===== src/rtl/posit_decode_pipe_if.sv =====
// Handshake and decoded-field bundle for posit_decode_pipe.
// PDEC_SCALE_EN adds the signed out_scale field.
interface posit_decode_pipe_if #(
  parameter int N  = 16,
  parameter int ES = 1
);
  localparam int ES_W = (ES > 0) ? ES : 1;
  localparam int K_W  = $clog2(N) + 1;

  logic                  in_valid;
  logic                  in_ready;
  logic [N-1:0]          posit_in;
  logic                  out_valid;
  logic                  out_ready;
  logic                  out_sign;
  logic signed [K_W-1:0] out_k;
  logic [ES_W-1:0]       out_exp;
  logic [N-2:0]          out_frac;
  logic                  out_is_zero;
  logic                  out_is_nar;
`ifdef PDEC_SCALE_EN
  logic signed [K_W+ES-1:0] out_scale;

  modport master (
    output in_valid, posit_in, out_ready,
    input  in_ready, out_valid, out_sign, out_k, out_exp, out_frac,
           out_is_zero, out_is_nar, out_scale
  );
  modport slave (
    input  in_valid, posit_in, out_ready,
    output in_ready, out_valid, out_sign, out_k, out_exp, out_frac,
           out_is_zero, out_is_nar, out_scale
  );
`else
  modport master (
    output in_valid, posit_in, out_ready,
    input  in_ready, out_valid, out_sign, out_k, out_exp, out_frac,
           out_is_zero, out_is_nar
  );
  modport slave (
    input  in_valid, posit_in, out_ready,
    output in_ready, out_valid, out_sign, out_k, out_exp, out_frac,
           out_is_zero, out_is_nar
  );
`endif
endinterface


===== src/rtl/posit_decode_pipe.sv =====
// Two-stage posit field decoder (sign/regime/exponent/fraction, zero/NaR flags).
// Optional PDEC_SCALE_EN adds a registered signed scale = (k << ES) + exp.

// Count of leading bits of 'bits' equal to 'val'.
module cls #(
  parameter int W = 15
) (
  input  logic                     val,
  input  logic [W-1:0]             bits,
  output logic [$clog2(W+1)-1:0]   count
);
  logic run;

  always_comb begin
    count = '0;
    run   = 1'b1;
    for (int unsigned i = 0; i < W; i++) begin
      if (run && (bits[W-1-i] == val)) count = count + 1'b1;
      else                             run   = 1'b0;
    end
  end
endmodule

module posit_decode_pipe #(
  parameter int N  = 16,
  parameter int ES = 1
) (
  input logic                 clk,
  input logic                 rst,
  posit_decode_pipe_if.slave  bus
);
  localparam int ES_W = (ES > 0) ? ES : 1;
  localparam int K_W  = $clog2(N) + 1;
  localparam int MW   = $clog2(N);
  localparam int SC_W = K_W + ES;

  logic adv;

  // Stage 1 combinational decode
  logic          sign1;
  logic [N-2:0]  body1;
  logic          zero1;
  logic          nar1;
  logic [MW-1:0] m1;

  // Stage 1 registers
  logic          s1_valid;
  logic          s1_sign;
  logic          s1_zero;
  logic          s1_nar;
  logic [MW-1:0] s1_m;
  logic [N-2:0]  s1_body;

  // Stage 2 combinational decode
  logic                  r2;
  logic signed [K_W-1:0] m_s2;
  logic signed [K_W-1:0] k2;
  logic [N-2:0]          rest2;
  logic [N-2:0]          frac2;
  logic [ES_W-1:0]       exp2;
  logic                  special2;

  // Output registers
  logic                  ov_q;
  logic                  os_q;
  logic signed [K_W-1:0] ok_q;
  logic [ES_W-1:0]       oe_q;
  logic [N-2:0]          of_q;
  logic                  oz_q;
  logic                  on_q;

  assign adv          = ~ov_q | bus.out_ready;
  assign bus.in_ready = adv;

  assign sign1 = bus.posit_in[N-1];
  assign body1 = sign1 ? (~bus.posit_in[N-2:0] + 1'b1) : bus.posit_in[N-2:0];
  assign zero1 = (bus.posit_in == '0);
  assign nar1  = (bus.posit_in == {1'b1, {(N-1){1'b0}}});

  cls #(.W(N-1)) u_cls (
    .val   (body1[N-2]),
    .bits  (body1),
    .count (m1)
  );

  // A full-width regime (m = N-1) has no terminating bit; m+1 would also
  // overflow MW when N is a power of two, so it takes the explicit zero path.
  always_comb begin
    r2       = s1_body[N-2];
    m_s2     = $signed({1'b0, s1_m});
    k2       = r2 ? (m_s2 - K_W'(1)) : -m_s2;
    rest2    = (s1_m == MW'(N-1)) ? '0 : (s1_body << (s1_m + 1'b1));
    frac2    = rest2 << ES;
    special2 = s1_zero | s1_nar;
  end

  if (ES > 0) begin : g_exp
    assign exp2 = rest2[N-2 -: ES_W];
  end else begin : g_noexp
    assign exp2 = '0;
  end

  always_ff @(posedge clk) begin
    if (rst) begin
      s1_valid <= 1'b0;
      s1_sign  <= 1'b0;
      s1_zero  <= 1'b0;
      s1_nar   <= 1'b0;
      s1_m     <= '0;
      s1_body  <= '0;
      ov_q     <= 1'b0;
      os_q     <= 1'b0;
      ok_q     <= '0;
      oe_q     <= '0;
      of_q     <= '0;
      oz_q     <= 1'b0;
      on_q     <= 1'b0;
    end else if (adv) begin
      s1_valid <= bus.in_valid;
      s1_sign  <= sign1;
      s1_zero  <= zero1;
      s1_nar   <= nar1;
      s1_m     <= m1;
      s1_body  <= body1;
      ov_q     <= s1_valid;
      os_q     <= special2 ? 1'b0 : s1_sign;
      ok_q     <= special2 ? '0 : k2;
      oe_q     <= special2 ? '0 : exp2;
      of_q     <= special2 ? '0 : frac2;
      oz_q     <= s1_zero;
      on_q     <= s1_nar;
    end
  end

  assign bus.out_valid   = ov_q;
  assign bus.out_sign    = os_q;
  assign bus.out_k       = ok_q;
  assign bus.out_exp     = oe_q;
  assign bus.out_frac    = of_q;
  assign bus.out_is_zero = oz_q;
  assign bus.out_is_nar  = on_q;

`ifdef PDEC_SCALE_EN
  logic signed [SC_W-1:0] scale2;
  logic signed [SC_W-1:0] osc_q;

  assign scale2 = (SC_W'(k2) <<< ES) + SC_W'(exp2);

  always_ff @(posedge clk) begin
    if (rst)      osc_q <= '0;
    else if (adv) osc_q <= special2 ? '0 : scale2;
  end

  assign bus.out_scale = osc_q;
`endif
endmodule


===== src/flat_wrapper.sv =====
// flat-port wrapper written by rule: the top's interface ports become plain ports
module posit_decode_pipe_flat 
#(
  parameter int N  = 16,
  parameter int ES = 1
)
  (clk, rst, bus_in_valid, bus_posit_in, bus_out_ready, bus_in_ready, bus_out_valid, bus_out_sign, bus_out_k, bus_out_exp, bus_out_frac, bus_out_is_zero, bus_out_is_nar);
  posit_decode_pipe_if #(.N(N), .ES(ES)) bus_i ();
  input logic clk;
  input logic rst;
  input wire logic [$bits(bus_i.in_valid)-1:0] bus_in_valid;
  input wire logic [$bits(bus_i.posit_in)-1:0] bus_posit_in;
  input wire logic [$bits(bus_i.out_ready)-1:0] bus_out_ready;
  output wire logic [$bits(bus_i.in_ready)-1:0] bus_in_ready;
  output wire logic [$bits(bus_i.out_valid)-1:0] bus_out_valid;
  output wire logic [$bits(bus_i.out_sign)-1:0] bus_out_sign;
  output wire logic [$bits(bus_i.out_k)-1:0] bus_out_k;
  output wire logic [$bits(bus_i.out_exp)-1:0] bus_out_exp;
  output wire logic [$bits(bus_i.out_frac)-1:0] bus_out_frac;
  output wire logic [$bits(bus_i.out_is_zero)-1:0] bus_out_is_zero;
  output wire logic [$bits(bus_i.out_is_nar)-1:0] bus_out_is_nar;
  assign bus_i.in_valid = bus_in_valid;
  assign bus_i.posit_in = bus_posit_in;
  assign bus_i.out_ready = bus_out_ready;
  assign bus_in_ready = bus_i.in_ready;
  assign bus_out_valid = bus_i.out_valid;
  assign bus_out_sign = bus_i.out_sign;
  assign bus_out_k = bus_i.out_k;
  assign bus_out_exp = bus_i.out_exp;
  assign bus_out_frac = bus_i.out_frac;
  assign bus_out_is_zero = bus_i.out_is_zero;
  assign bus_out_is_nar = bus_i.out_is_nar;
  posit_decode_pipe #(.N(N), .ES(ES)) u_core (.clk(clk), .rst(rst), .bus(bus_i));
endmodule

===== config.mk =====
export PLATFORM = sky130hd
export DESIGN_NAME = posit_decode_pipe_flat
export DESIGN_NICKNAME = d
export VERILOG_FILES = /design/src/rtl/posit_decode_pipe_if.sv /design/src/rtl/posit_decode_pipe.sv /design/src/flat_wrapper.sv
export SDC_FILE = /design/constraint.sdc
export NUM_CORES = 1
export LEC_CHECK = 0
export ABC_CLOCK_PERIOD_IN_PS = 9300
export BUFFER_PORTS_ARGS = -buffer_cell sky130_fd_sc_hd__buf_4
export CAP_MARGIN = 20
export CORE_MARGIN = 1.5
export CORE_UTILIZATION = 40
export DETAILED_ROUTE_END_ITERATION = 6
export MAX_ROUTING_LAYER = met4
export PLACE_DENSITY = 0.64
export SYNTH_ARGS = -nofsm -noshare
export SYNTH_HDL_FRONTEND = slang
export SYNTH_SLANG_ARGS = --single-unit

===== constraint.sdc =====
create_clock -name clk -period 9.3 [get_ports clk]
set_clock_uncertainty 0.1 [all_clocks]
set_input_delay 0.465 -clock clk [delete_from_list [all_inputs] [get_ports clk]]
set_output_delay 0.465 -clock clk [all_outputs]
set_load 0.01 [all_outputs]

# ---- Word-level counts from Yosys, hierarchy flattened
# Cells that the tools add are included.
dict set report totals {
  ff_bits 48
  latchBits 0
  ram_bits 0
  romBits 0
  inputBits 20
  output_inout_bits 26
  mem_count 0
}
dict set report op_classes {
  addsub 17
  n_mul 0
  div 0
  order_cmp 0
  n_eq_ne 16
  shifts 1
  n_mux 34
  bitwise_logic 4
  n_reduce_logical 14
}
# op count
set op_table {}
lappend op_table {{adder 4 x 1 -> 4 bit (second input constant)} 14}
lappend op_table {{2-to-1 mux 4 bit} 13}
lappend op_table {{2-to-1 mux 15 bit} 3}
lappend op_table {{== test 16 bit (second input constant)} 1}
lappend op_table {{logical NOT 16 bit} 1}
lappend op_table {{adder 15 x 1 -> 15 bit (second input constant)} 1}
lappend op_table {{2-to-1 mux 1 bit} 15}
lappend op_table {{NOT 15 bit} 1}
lappend op_table {{left shift 15 x 4 -> 15 bit} 1}
lappend op_table {{== test 1 bit} 14}
lappend op_table {{logical AND 1 bit} 13}
lappend op_table {{2-to-1 mux 5 bit} 2}
lappend op_table {{negation 4 -> 5 bit} 1}
lappend op_table {{subtractor 4 x 1 -> 5 bit (second input constant)} 1}
lappend op_table {{== test 4 bit (second input constant)} 1}
lappend op_table {{2-to-1 mux 2 bit} 1}
lappend op_table {{bitwise OR 1 bit} 2}
lappend op_table {{NOT 1 bit} 1}

# ---- Logic depth before layout (Yosys ltp)
# Gate-level depths: netlist (run 1).
dict set report depth {
  ltp_word 31
  ltp_mapped 35
}

# ---- Cells and area by module
# From an unflattened synthesis (run 1), not the netlist that was laid out.
dict set report hier_totals {
  hier_cells 555
  hier_area_um2 4025.1
}
# mod instances cells_each area_each_um2
set modules_own_cells {}
lappend modules_own_cells {posit_decode_pipe 1 333 2663.8}
lappend modules_own_cells {cls 1 222 1361.3}

# ---- Least setup slack after synthesis (run 1)
# No wires, ideal clock.
dict set report synth_timing {
  path_type {input -> register}
  start {input port bus_posit_in[0]}
  end {register u_core.s1_m[3]}
  setup_time_ns 0.091
  arrival_time_ns 6.825
  setup_slack_ns 2.284
  stages 34
  n_path_buf 2
  path_cell_list {inv_1 ha_1 buf_2 or4b_1 o41a_1 o21a_2 buf_6 nor2_1 o31a_1 a21o_1 ha_1 o21a_1 ha_1 nand2_1 nand2_1 ha_1 mux2i_1 o21ai_0 ha_1 nand4_1 o31a_1 o211ai_1 a22oi_2 and2_1 nor2_1 ha_1 nor3b_1 mux4_2 xor2_1 o211a_1 o211ai_1 o2111ai_1 a211o_1 a311oi_1}
}
dict set report synth_via {
  elab_chain_len 31
  word_cells_on_any_way 70
  cone_classes {add/sub (14); eq/ne (14); mux (28); bitwise (1); reduce/logical (13)}
}
# element line_no
set synth_rtl {}
lappend synth_rtl {{start: declaration} flat_wrapper.sv:12} ;# input wire logic [$bits(bus_i.posit_in)-1:0] bus_posit_in;
lappend synth_rtl {{NOT 15 bit} posit_decode_pipe.sv:76} ;# assign body1 = sign1 ? (~bus.posit_in[N-2:0] + 1'b1) : bus.posit_in[N-2:0];
lappend synth_rtl {{adder 15 x 1 -> 15 bit} posit_decode_pipe.sv:76}
lappend synth_rtl {{2-to-1 mux 15 bit (*)} posit_decode_pipe.sv:76}
lappend synth_rtl {{== test 1 bit} posit_decode_pipe.sv:18} ;# if (run && (bits[W-1-i] == val)) count = count + 1'b1;
lappend synth_rtl {{2-to-1 mux 2 bit / 2-to-1 mux 1 bit (equally long branches)} posit_decode_pipe.sv:18}
lappend synth_rtl {{adder 4 x 1 -> 4 bit / logical AND 1 bit (equally long branches)} posit_decode_pipe.sv:18}
lappend synth_rtl {{2-to-1 mux 4 bit / 2-to-1 mux 1 bit (equally long branches)} posit_decode_pipe.sv:18}
lappend synth_rtl {{adder 4 x 1 -> 4 bit / logical AND 1 bit (equally long branches)} posit_decode_pipe.sv:18}
lappend synth_rtl {{(+15 left out)} -}
lappend synth_rtl {{adder 4 x 1 -> 4 bit / logical AND 1 bit (equally long branches)} posit_decode_pipe.sv:18}
lappend synth_rtl {{2-to-1 mux 4 bit / 2-to-1 mux 1 bit (equally long branches)} posit_decode_pipe.sv:18}
lappend synth_rtl {{adder 4 x 1 -> 4 bit / logical AND 1 bit (equally long branches)} posit_decode_pipe.sv:18}
lappend synth_rtl {{2-to-1 mux 4 bit / 2-to-1 mux 1 bit (equally long branches)} posit_decode_pipe.sv:18}
lappend synth_rtl {{adder 4 x 1 -> 4 bit / logical AND 1 bit (equally long branches)} posit_decode_pipe.sv:18}
lappend synth_rtl {{2-to-1 mux 4 bit / 2-to-1 mux 1 bit (equally long branches)} posit_decode_pipe.sv:18}
lappend synth_rtl {{adder 4 x 1 -> 4 bit / logical AND 1 bit (equally long branches)} posit_decode_pipe.sv:18}
lappend synth_rtl {{2-to-1 mux 4 bit (*)} posit_decode_pipe.sv:18}
lappend synth_rtl {{end signal: assignment} posit_decode_pipe.sv:123} ;# s1_m <= m1;
lappend synth_rtl {{end: declaration} posit_decode_pipe.sv:51} ;# logic [MW-1:0] s1_m;
# Mark *: on every way between the ends. The rest lies on a longest branch, timed or not.
# A chain may end at the register's enable or synchronous reset.

# ---- Final worst setup path (run 1)
# Same ends and word-level chain as after synthesis.

==> metrics.yaml, run 1 <==
postSynth.asyncResetShare_pct: 0
synthDistinctLibCells: 80
grt_start_max_net_pins: 48
wirelength_um: 9550
syn2layout_area_growth_pct: 12.8
combPwrFrac_pct: 39.6
hold_viol_final: 0
cp_slowest_cell: "or4b_1"
fin_hold_ws_ns: 0.318
worstSetupPathType: "in -> reg"
io_buffers: 44
power_leakage_nw: 1.74
drc_errors: 0
slowest_delay_ns: 0.56
synthesis.nets: 518
swShare_pct: 35.9
first_pass_iters: 5
critPathRequiredTime_ns: 9.41
synth-xor-area-share_pct: 7.93
ant_nets: 0
viasPerCell: 5.60
hold_buffers: 0
p_int_uw: 415
post-route-min-period_ns: 7.65
drive_gt1_share_pct: 17.6
syn_area_um2: 3850
synth_cells: 487
cp.arrival_ns: 7.76
synthFlopType: "dfxtp_1"
slew_violations: 0
numCtsBuffers: 5
grt_pass1_vias: 3306
yosys.area_share.simple_pct: 23.9
ys_warn_count: 0
ys_seq_area_share_pct: 24.5
initial_core_util_pct: 41.4
clk_latency_ns: 0.30
clkTransAtPathRegs_ns: 0.09
tns_ns: 0
cp_common_cell: "ha_1"
clock.fmax_mhz: 131
clock_path_buffers: 2
end_kind: "flip-flop"
hp-class: "in -> reg"
ys_ff_latch: 47
boundaryPins: 46
syn_avg_cell_area_um2: 7.90
fin_util_pct: 46.8
mostFrequentLayoutCell: "nor2_1"
muxShareOfSynthArea_pct: 6.57
grt_pass1_wl_um: 16000
total_power_uw: 647
cts_tree: "built"
drtIter0Drc: 186
yosys.area_share.adder_pct: 3.58
period_share_pct: 82.3
switching_power_uw: 232
die_y_um: 101
crit_path_max_fanout: 13
wl_per_cell_um: 14.9
worst_setup_path_start_kind: "primary input"
synth_top_family_by_area: "compound AO/OA/AOI/OAI gates"
rsz0062_at_grt: "no"
cts_setup_buffers: 0
cts_sinks: 47
grt-ovfl-total: 0
final_nets: 540
synth-compound-area-share_pct: 28.0
globalRouteTotalUtil_pct: 19.7
cts_resized: 0
fp.dieW_um: 101
maxCapViolCount: 0
dp_hpwl_um: 7450
synth_edf_count: 0
globalplace.congestion: 1.01
rows: 35
antenna_found_initial: 0
maxSlewHeadroom_pct: 37.3
via_count: 3576
clockPowerShare_pct: 23.2
coreArea_um2: 9280
clockRootBuffer: "clkbuf_8"
final_cell_mix: "63 x nor2_1, 48 x nand2_1, 47 x dfxtp_1"
p_per_area_nw_per_um2: 149
setup-violations-final: 0
p_seq_share_pct: 37.3
vdd_drop_max_uv: 74.5
dieArea_um2: 10200
status: "completed"
antennaDiodeCount: 0
htree_levels: 2
worst_pin_slew_ns: 0.933
-- state kept, by name, indices dropped and copies added (netlist names) --
signal,count
u_core.bus.out_exp,1
u_core.bus.out_frac,14
u_core.bus.out_is_nar,1
u_core.bus.out_is_zero,1
u_core.bus.out_k,5
u_core.bus.out_sign,1
u_core.bus.out_valid,1
u_core.s1_body,15
u_core.s1_m,4
u_core.s1_nar,1
u_core.s1_sign,1
u_core.s1_valid,1
u_core.s1_zero,1
-- cells by family (layout without fill, tap and decap cells) --
logic type / Yosys count / after routing
DFF: 47 / 47
adders and majority gates: 11 / 11
muxes: 23 / 23
other: 1 / 1
AOI/OAI and AO/OA: 144 / 144
buffers and inverters: 47 / 70
xor gates and xnor gates: 34 / 34
and+or+nand+nor: 180 / 180
-- area by class of cell --
class                           count  area, um2
Sequential cell                    47        941
Inverter                           15       56.3
Fill cell                         955       4940
Multi-Input combinational cell    393       2700
Clock inverter                      3       43.8
Timing Repair Buffer               47        373
Tap cell                          129        161
Clock buffer                        5       68.8
-- critical path: cells and delay by family --
kind	cells	cell delay, ns
AO/OA/AOI/OAI	12	2.62
XOR/XNOR	1	0.19
adder cells (fa/ha/maj)	5	1.53
buffers and inverters	2	0.18
multiplexers	2	0.64
AND/OR/NAND/NOR	10	2.09
-- per-layer routing --
metal / share of wire (%) / global-route usage (%)
met4: 0.84 / 3.74
met5: 0 / -
met2: 47 / 33.7
met1: 48 / 25.2
met3: 4.0 / 2.08
-- power groups by stage --
stage	Combinational (mW)	Sequential, mW	Clock (mW)
global route	0.284	0.245	0.160
CTS	0.255	0.241	0.153
floorplan	0.184	0.245	0
detailed placement	0.254	0.246	0
global placement	0.249	0.245	0
finish	0.256	0.241	0.150
-- Yosys cell counts (all sizes together), types with 7 or more instances --
cell type | n | share of area [%]
nor2b | 7 | 1.1
dfxtp | 47 | 24
a22oi | 20 | 4.0
ha | 11 | 3.6
a21oi | 20 | 2.6
mux2 | 8 | 2.3
nor2 | 63 | 6.1
xor2 | 17 | 3.9
and2 | 8 | 1.3
a211oi | 18 | 3.5
mux2i | 14 | 3.6
nand2 | 48 | 4.7
nand3 | 9 | 1.6
buf | 14 | 2.3
a31oi | 8 | 1.3
clkbuf | 18 | 1.8
nor3 | 8 | 1.0
xnor2 | 17 | 4.1
inv | 14 | 1.4
o21ai | 20 | 2.9
-- stage by stage --
step / cells / setup WS (ns) / instance area (um2)
floorplan: 487 / 2.28 / 3850
global placement: 630 / 1.68 / 4200
detailed placement: 630 / 1.44 / 4200
CTS: 638 / 1.74 / 4310
global route: 639 / 1.13 / 4340
finish: 639 / 1.65 / 4340
-- worst paths after layout --
| kind | from | cells after the start | slack (ns) | to |
|---|---|---|---|---|
| hold reg to reg | u_core.bus.out_exp | 2 | 0.36 | u_core.bus.out_exp |
| setup / recovery | bus_posit_in[0] | 32 | 1.65 | u_core.s1_m[3] |
| setup reg to reg | u_core.s1_m[0] | 7 | 5.88 | u_core.bus.out_frac[13] |
| hold / removal | bus_in_valid | 3 | 0.32 | u_core.s1_valid |
No activity file was read; power rests on OpenSTA's default activity.
==> run 2, diff against run 1 <==
ABC_CLOCK_PERIOD_IN_PS = 6400   (was 9300)
PLACE_DENSITY = 0.67   (was 0.64)
clock period = 6.4 ns   (was 9.3 ns; I/O delays follow)
==> run 2 against run 1 <==
Against the previous run: the flow now finishes with violations (setup timing); critical endpoint unchanged; sequential power rose by 44%; worst setup slack got worse by 1.8 ns; core utilization grew 9.0 points.
==> metrics.yaml, run 2 (synthesized netlist as in run 1, its figures left out) <==
end_kind: "flip-flop"
drtIter0Drc: 161  # -13%
post-route-min-period_ns: 6.50
maxSlewHeadroom_pct: 48.1  # +11 points
rsz0062_at_grt: "yes"
grt_start_max_net_pins: 48  # unchanged
wl_per_cell_um: 14.1  # -5.7%
period_share_pct: 102
htree_levels: 2  # unchanged
grt_pass1_wl_um: 16400  # +2.9%
cp_common_cell: "ha_4"
globalplace.congestion: 0.967  # -3.8%
final_cell_mix: "114 x buf_4, 60 x nor2_1, 47 x dfxtp_1"
ant_nets: 0  # unchanged
crit_path_max_fanout: 5  # -8
numCtsBuffers: 5  # unchanged
vdd_drop_max_uv: 85.2  # +14%
clk_latency_ns: 0.30  # about the same
hold_buffers: 0  # unchanged
initial_core_util_pct: 41.4  # unchanged
worstSetupPathType: "in -> reg"
grtUsageMet1_pct: 24.7  # -0.47 points
worst_pin_slew_ns: 0.776  # -0.157 ns
drive_gt1_share_pct: 33.2  # +16 points
worst_setup_path_start_kind: "primary input"
clockRootBuffer: "clkbuf_8"
syn2layout_area_growth_pct: 34.5
grt_pass1_vias: 3625  # +9.6%
via_count: 3856  # +7.8%
power_leakage_nw: 2.14  # +23%
maxCapViolCount: 0  # unchanged
io_buffers: 44  # unchanged
tns_ns: -0.177  # -0.177 ns
final_nets: 614  # +14%
cp.arrival_ns: 6.62  # -1.14 ns
globalRouteTotalUtil_pct: 20.0  # +0.33 points
critPathRequiredTime_ns: 6.52  # -2.89 ns
p_per_area_nw_per_um2: 188  # +26%
antennaDiodeCount: 0  # unchanged
cp_slowest_cell: "or4_4"
rows: 35  # unchanged
dieArea_um2: 10200  # unchanged
fp.dieW_um: 101  # unchanged
total_power_uw: 976  # +51%
violations: "setup timing"
die_y_um: 101  # unchanged
clock_path_buffers: 2  # unchanged
clock.fmax_mhz: 154
placed_area_um2: 4720  # +12%
clkTransAtPathRegs_ns: 0.08  # about the same
coreArea_um2: 9280  # unchanged
first_pass_iters: 5  # unchanged
grt_util_met2_pct: 35.0  # +1.3 points
grt_use_met3_pct: 1.87  # -0.21 points
drc_errors: 0  # unchanged
largest_register_ffs: 15  # unchanged
dp_hpwl_um: 7560  # +1.5%
slew_violations: 0  # unchanged
final_cells: 713  # +12%
largest-register: "u_core.s1_body"
mostFrequentLayoutCell: "buf_4"
stdcell_area_um2: 5180  # +19%
cts_sinks: 47  # unchanged
setup-violations-final: 2  # +2
hold_viol_final: 0  # unchanged
viasPerCell: 5.41  # -3.4%
grt-ovfl-total: 0  # unchanged
grt_busiest_layer: "met2"
timing.final.ws_setup_ns: -0.104  # -1.75 ns
cp_top_family: "compound AO/OA/AOI/OAI gates"
boundaryPins: 46  # unchanged
dp.cells: 688  # +9.2%
hp-class: "in -> reg"
cts_tree: "built"
antenna_found_initial: 0  # unchanged
fill_cells: 888  # -7.0%
cp_num_buf_inv: 4  # +2
dp_slack_ns: -0.454  # -1.90 ns
status: "finished with violations"
slowest_delay_ns: 0.61  # +0.05 ns
wirelength_um: 10100  # +5.3%
-- run 2: worst min-delay path, stage by stage --
cell and delay, ns:
buf_4 0.11, nand2_1 0.04, a21oi_1 0.05
-- run 2: worst paths after layout --
path	startpoint	to	slack [ns]	depth (start not counted)
worst min-delay path	bus_in_valid	u_core.s1_valid	0.17	3
worst min register to register	u_core.bus.out_is_nar	u_core.bus.out_is_nar	0.35	2
worst max register to register	u_core.s1_m[0]	u_core.bus.out_frac[13]	3.43	8
worst max-delay path	bus_posit_in[3]	u_core.s1_m[3]	-0.10	32
-- run 2: final cells by class --
| type | count | area, um2 | area share, % |
|---|---|---|---|
| tap | 129 | 161 | 3.12 |
| sequential | 47 | 941 | 18.2 |
| clock buffer | 6 | 72.6 | 1.40 |
| timing repair buffer | 121 | 968 | 18.7 |
| inverter | 15 | 56.3 | 1.09 |
| clock inverter | 2 | 12.5 | 0.242 |
| multi-input combinational | 393 | 2960 | 57.3 |
-- run 2: what timing repair did --
action,4_1_cts,5_1_grt
cloned,0,0
resized for setup,17,21
pin swaps,13,11
setup endpoints to repair,2,3
buffers inserted,5,11
-- run 2: routing by layer --
layer  share of wire, %  vias up  wire [um]
li1                   -     1961          -
met1                 46     1791       4620
met2                 50       87       4980
met3                3.1       17        312
met4                1.4        0        140
met5                  0        -          0
-- run 2: power by group --
| part | internal, mW | switching [mW] | total, mW |
|---|---|---|---|
| sequential | 0.324 | 0.0215 | 0.346 |
| clock | 0.0763 | 0.0957 | 0.172 |
| combinational | 0.221 | 0.237 | 0.458 |
-- run 2: metrics by stage --
step / hold WS (ns) / utilization, %
after floorplan: 0.332 / -
after global placement: 0.340 / 50.8
after detailed placement: 0.346 / 50.8
after CTS: 0.174 / 53.0
after global routing: 0.180 / 55.8
final: 0.172 / 55.8
==> run 3, diff against run 2 <==
ABC_CLOCK_PERIOD_IN_PS = 8000   (was 6400)
PLACE_DENSITY = 0.64   (was 0.67)
clock period = 8 ns   (was 6.4 ns; I/O delays follow)
==> run 3 against run 2 <==
Against the previous run: the flow now finishes without violations; critical path depth unchanged; sequential share of layout area rose by 3.4 points; non-clock buffer count decreased by 73; global-route usage is 0.23 points lower; via count down 6.7%; hold slack better by 0.081 ns; first-iteration DRC count up 30%; die area is the same; register-to-register slack improved by 1.1 ns.
==> metrics.yaml, run 3 (synthesized netlist as in run 1, its figures left out) <==
fin_util_pct: 47.0  # -8.7 points
drc_errors: 0  # unchanged
cts_resized: 0  # -17
coreArea_um2: 9280  # unchanged
slowest_delay_ns: 0.55  # -0.06 ns
hold_buffers: 0  # unchanged
r2r-end: "u_core.bus.out_frac[13]"
swShare_pct: 33.9  # -2.3 points
vdd_drop_max_uv: 90.5  # +6.3%
r2r_start: "u_core.s1_m[0]"
cts_tree: "built"
p_int_uw: 515  # -17%
final_cells: 640  # -10%
rows: 35  # unchanged
worstSetupPathType: "in -> reg"
grt-ovfl-total: 0  # unchanged
io_buffers: 44  # unchanged
cts_setup_buffers: 0  # -5
hold_path_depth: 3  # unchanged
grt_pass1_vias: 3313  # -8.6%
hold_viol_final: 0  # unchanged
drive_gt1_share_pct: 17.6  # -16 points
end_kind: "flip-flop"
cp.depth: 32  # unchanged
tns_ns: 0  # +0.177 ns
fp.dieW_um: 101  # unchanged
antenna_found_initial: 0  # unchanged
clkTransAtPathRegs_ns: 0.08  # about the same
final_cell_mix: "63 x nor2_1, 48 x nand2_1, 47 x buf_4, 47 x dfxtp_1, 20 x a21oi_1"
stdcell_area_um2: 4370  # -16%
viasPerCell: 5.62  # +3.9%
via_count: 3596  # -6.7%
switching_power_uw: 264  # -25%
p_seq_share_pct: 36.0  # +0.6 points
cp_slowest_cell: "or4b_1"
dp_slack_ns: 0.329  # +0.782 ns
first_pass_iters: 5  # unchanged
clk_latency_ns: 0.30  # about the same
power_leakage_nw: 1.75  # -18%
boundaryPins: 46  # unchanged
clock_path_buffers: 2  # unchanged
rr_worst_depth: 7  # -1
status: "completed"
critPathRequiredTime_ns: 8.11  # +1.59 ns
antennaDiodeCount: 0  # unchanged
maxSlewHeadroom_pct: 41.0  # -7.1 points
cp.arrival_ns: 7.58  # +0.96 ns
p_per_area_nw_per_um2: 178  # -5.4%
r2r_setup_slack_ns: 4.57  # +1.14 ns
worst_setup_path_start_kind: "primary input"
mostFrequentLayoutCell: "nor2_1"
final_nets: 541  # -12%
clockPowerShare_pct: 26.0  # +8.4 points
period_share_pct: 93.3
numCtsBuffers: 5  # unchanged
grt_start_max_net_pins: 48  # unchanged
cp_common_cell: "ha_1"
hold_path_end: "u_core.s1_valid"
largest-register: "u_core.s1_body"
combPwrFrac_pct: 38.1  # -8.8 points
globalplace.congestion: 0.966  # -0.14%
timing.final.ws_setup_ns: 0.537  # +0.640 ns
cts_sinks: 47  # unchanged
clock.fmax_mhz: 134
initial_core_util_pct: 41.4  # unchanged
wl_per_cell_um: 14.9  # +5.7%
post-route-min-period_ns: 7.46
fin_hold_ws_ns: 0.254  # +0.0811 ns
maxCapViolCount: 0  # unchanged
clockRootBuffer: "clkbuf_8"
globalRouteTotalUtil_pct: 19.8  # -0.23 points
placed_area_um2: 4210  # -11%
cp_top_family: "compound AO/OA/AOI/OAI gates"
wirelength_um: 9540  # -5.2%
drtIter0Drc: 210  # +30%
crit_path_max_fanout: 13  # +8
slew_violations: 0  # unchanged
cp_num_buf_inv: 2  # -2
largest_register_ffs: 15  # unchanged
dieArea_um2: 10200  # unchanged
dp.cells: 631  # -8.3%
ant_nets: 0  # unchanged
rsz0062_at_grt: "no"
htree_levels: 2  # unchanged
hp-class: "in -> reg"
syn2layout_area_growth_pct: 13.5
total_power_uw: 779  # -20%
dp_hpwl_um: 7330  # -3.1%
worstHoldStart: "bus_in_valid"
grt_pass1_wl_um: 16100  # -2.2%
die_y_um: 101  # unchanged
setup-violations-final: 0  # -2
worst_pin_slew_ns: 0.878  # +0.102 ns
[run 3: cell count changes in the layout (fill, tap and decap cells not counted), moves of 3 or more]
cell       before  now
xor2_2          3    0
nor2_1         60   63
xor2_1         14   17
buf_6           4    0
o21ai_0        16   19
ha_1            5   11
ha_4            6    0
a2111oi_0       0    3
buf_4         114   47
[run 3: worst register-to-register path, stage by stage, from the launching register on]
cell      delay, ns
dfxtp_1        0.79
inv_1          0.41
ha_1           0.86
mux2_2         0.43
o211ai_1       0.19
o21ai_0        0.15
a222oi_1       0.34
nor2_1         0.07
[run 3: power groups by stage]
stage	clock network, mW	logic [mW]	registers (mW)
final	0.202	0.296	0.280
after CTS	0.206	0.295	0.281
after global placement	0	0.289	0.285
after detailed placement	0	0.293	0.286
after global routing	0.215	0.329	0.284
after floorplan	0	0.213	0.284
[run 3: worst max-delay path by stage]
stage	from	endpoint	slack, ns
6_report	bus_posit_in[0]	u_core.s1_m[3]	0.54
5_1_grt	bus_posit_in[0]	u_core.s1_m[3]	0.06
4_1_cts	bus_posit_in[0]	u_core.s1_m[3]	0.62
3_5_place_dp	bus_posit_in[0]	u_core.s1_m[3]	0.33
3_3_place_gp	bus_posit_in[0]	u_core.s1_m[3]	0.38
2_1_floorplan	bus_posit_in[0]	u_core.s1_m[3]	1.05
[run 3: layout make-up]
cell class,instances,area (um2)
clock buffer,6,72.6
fill,973,4920
tap,129,161
multi-input combinational,393,2700
inverter,15,56.3
timing repair buffer,48,380
sequential,47,941
clock inverter,2,60.1
[run 3: metal layers]
layer	up-vias	wire length (um)	GRT usage [%]
li1	1815	-	-
met1	1682	4470	25.5
met2	87	4590	32.7
met3	12	333	2.29
met4	0	142	5.34
met5	-	0	-
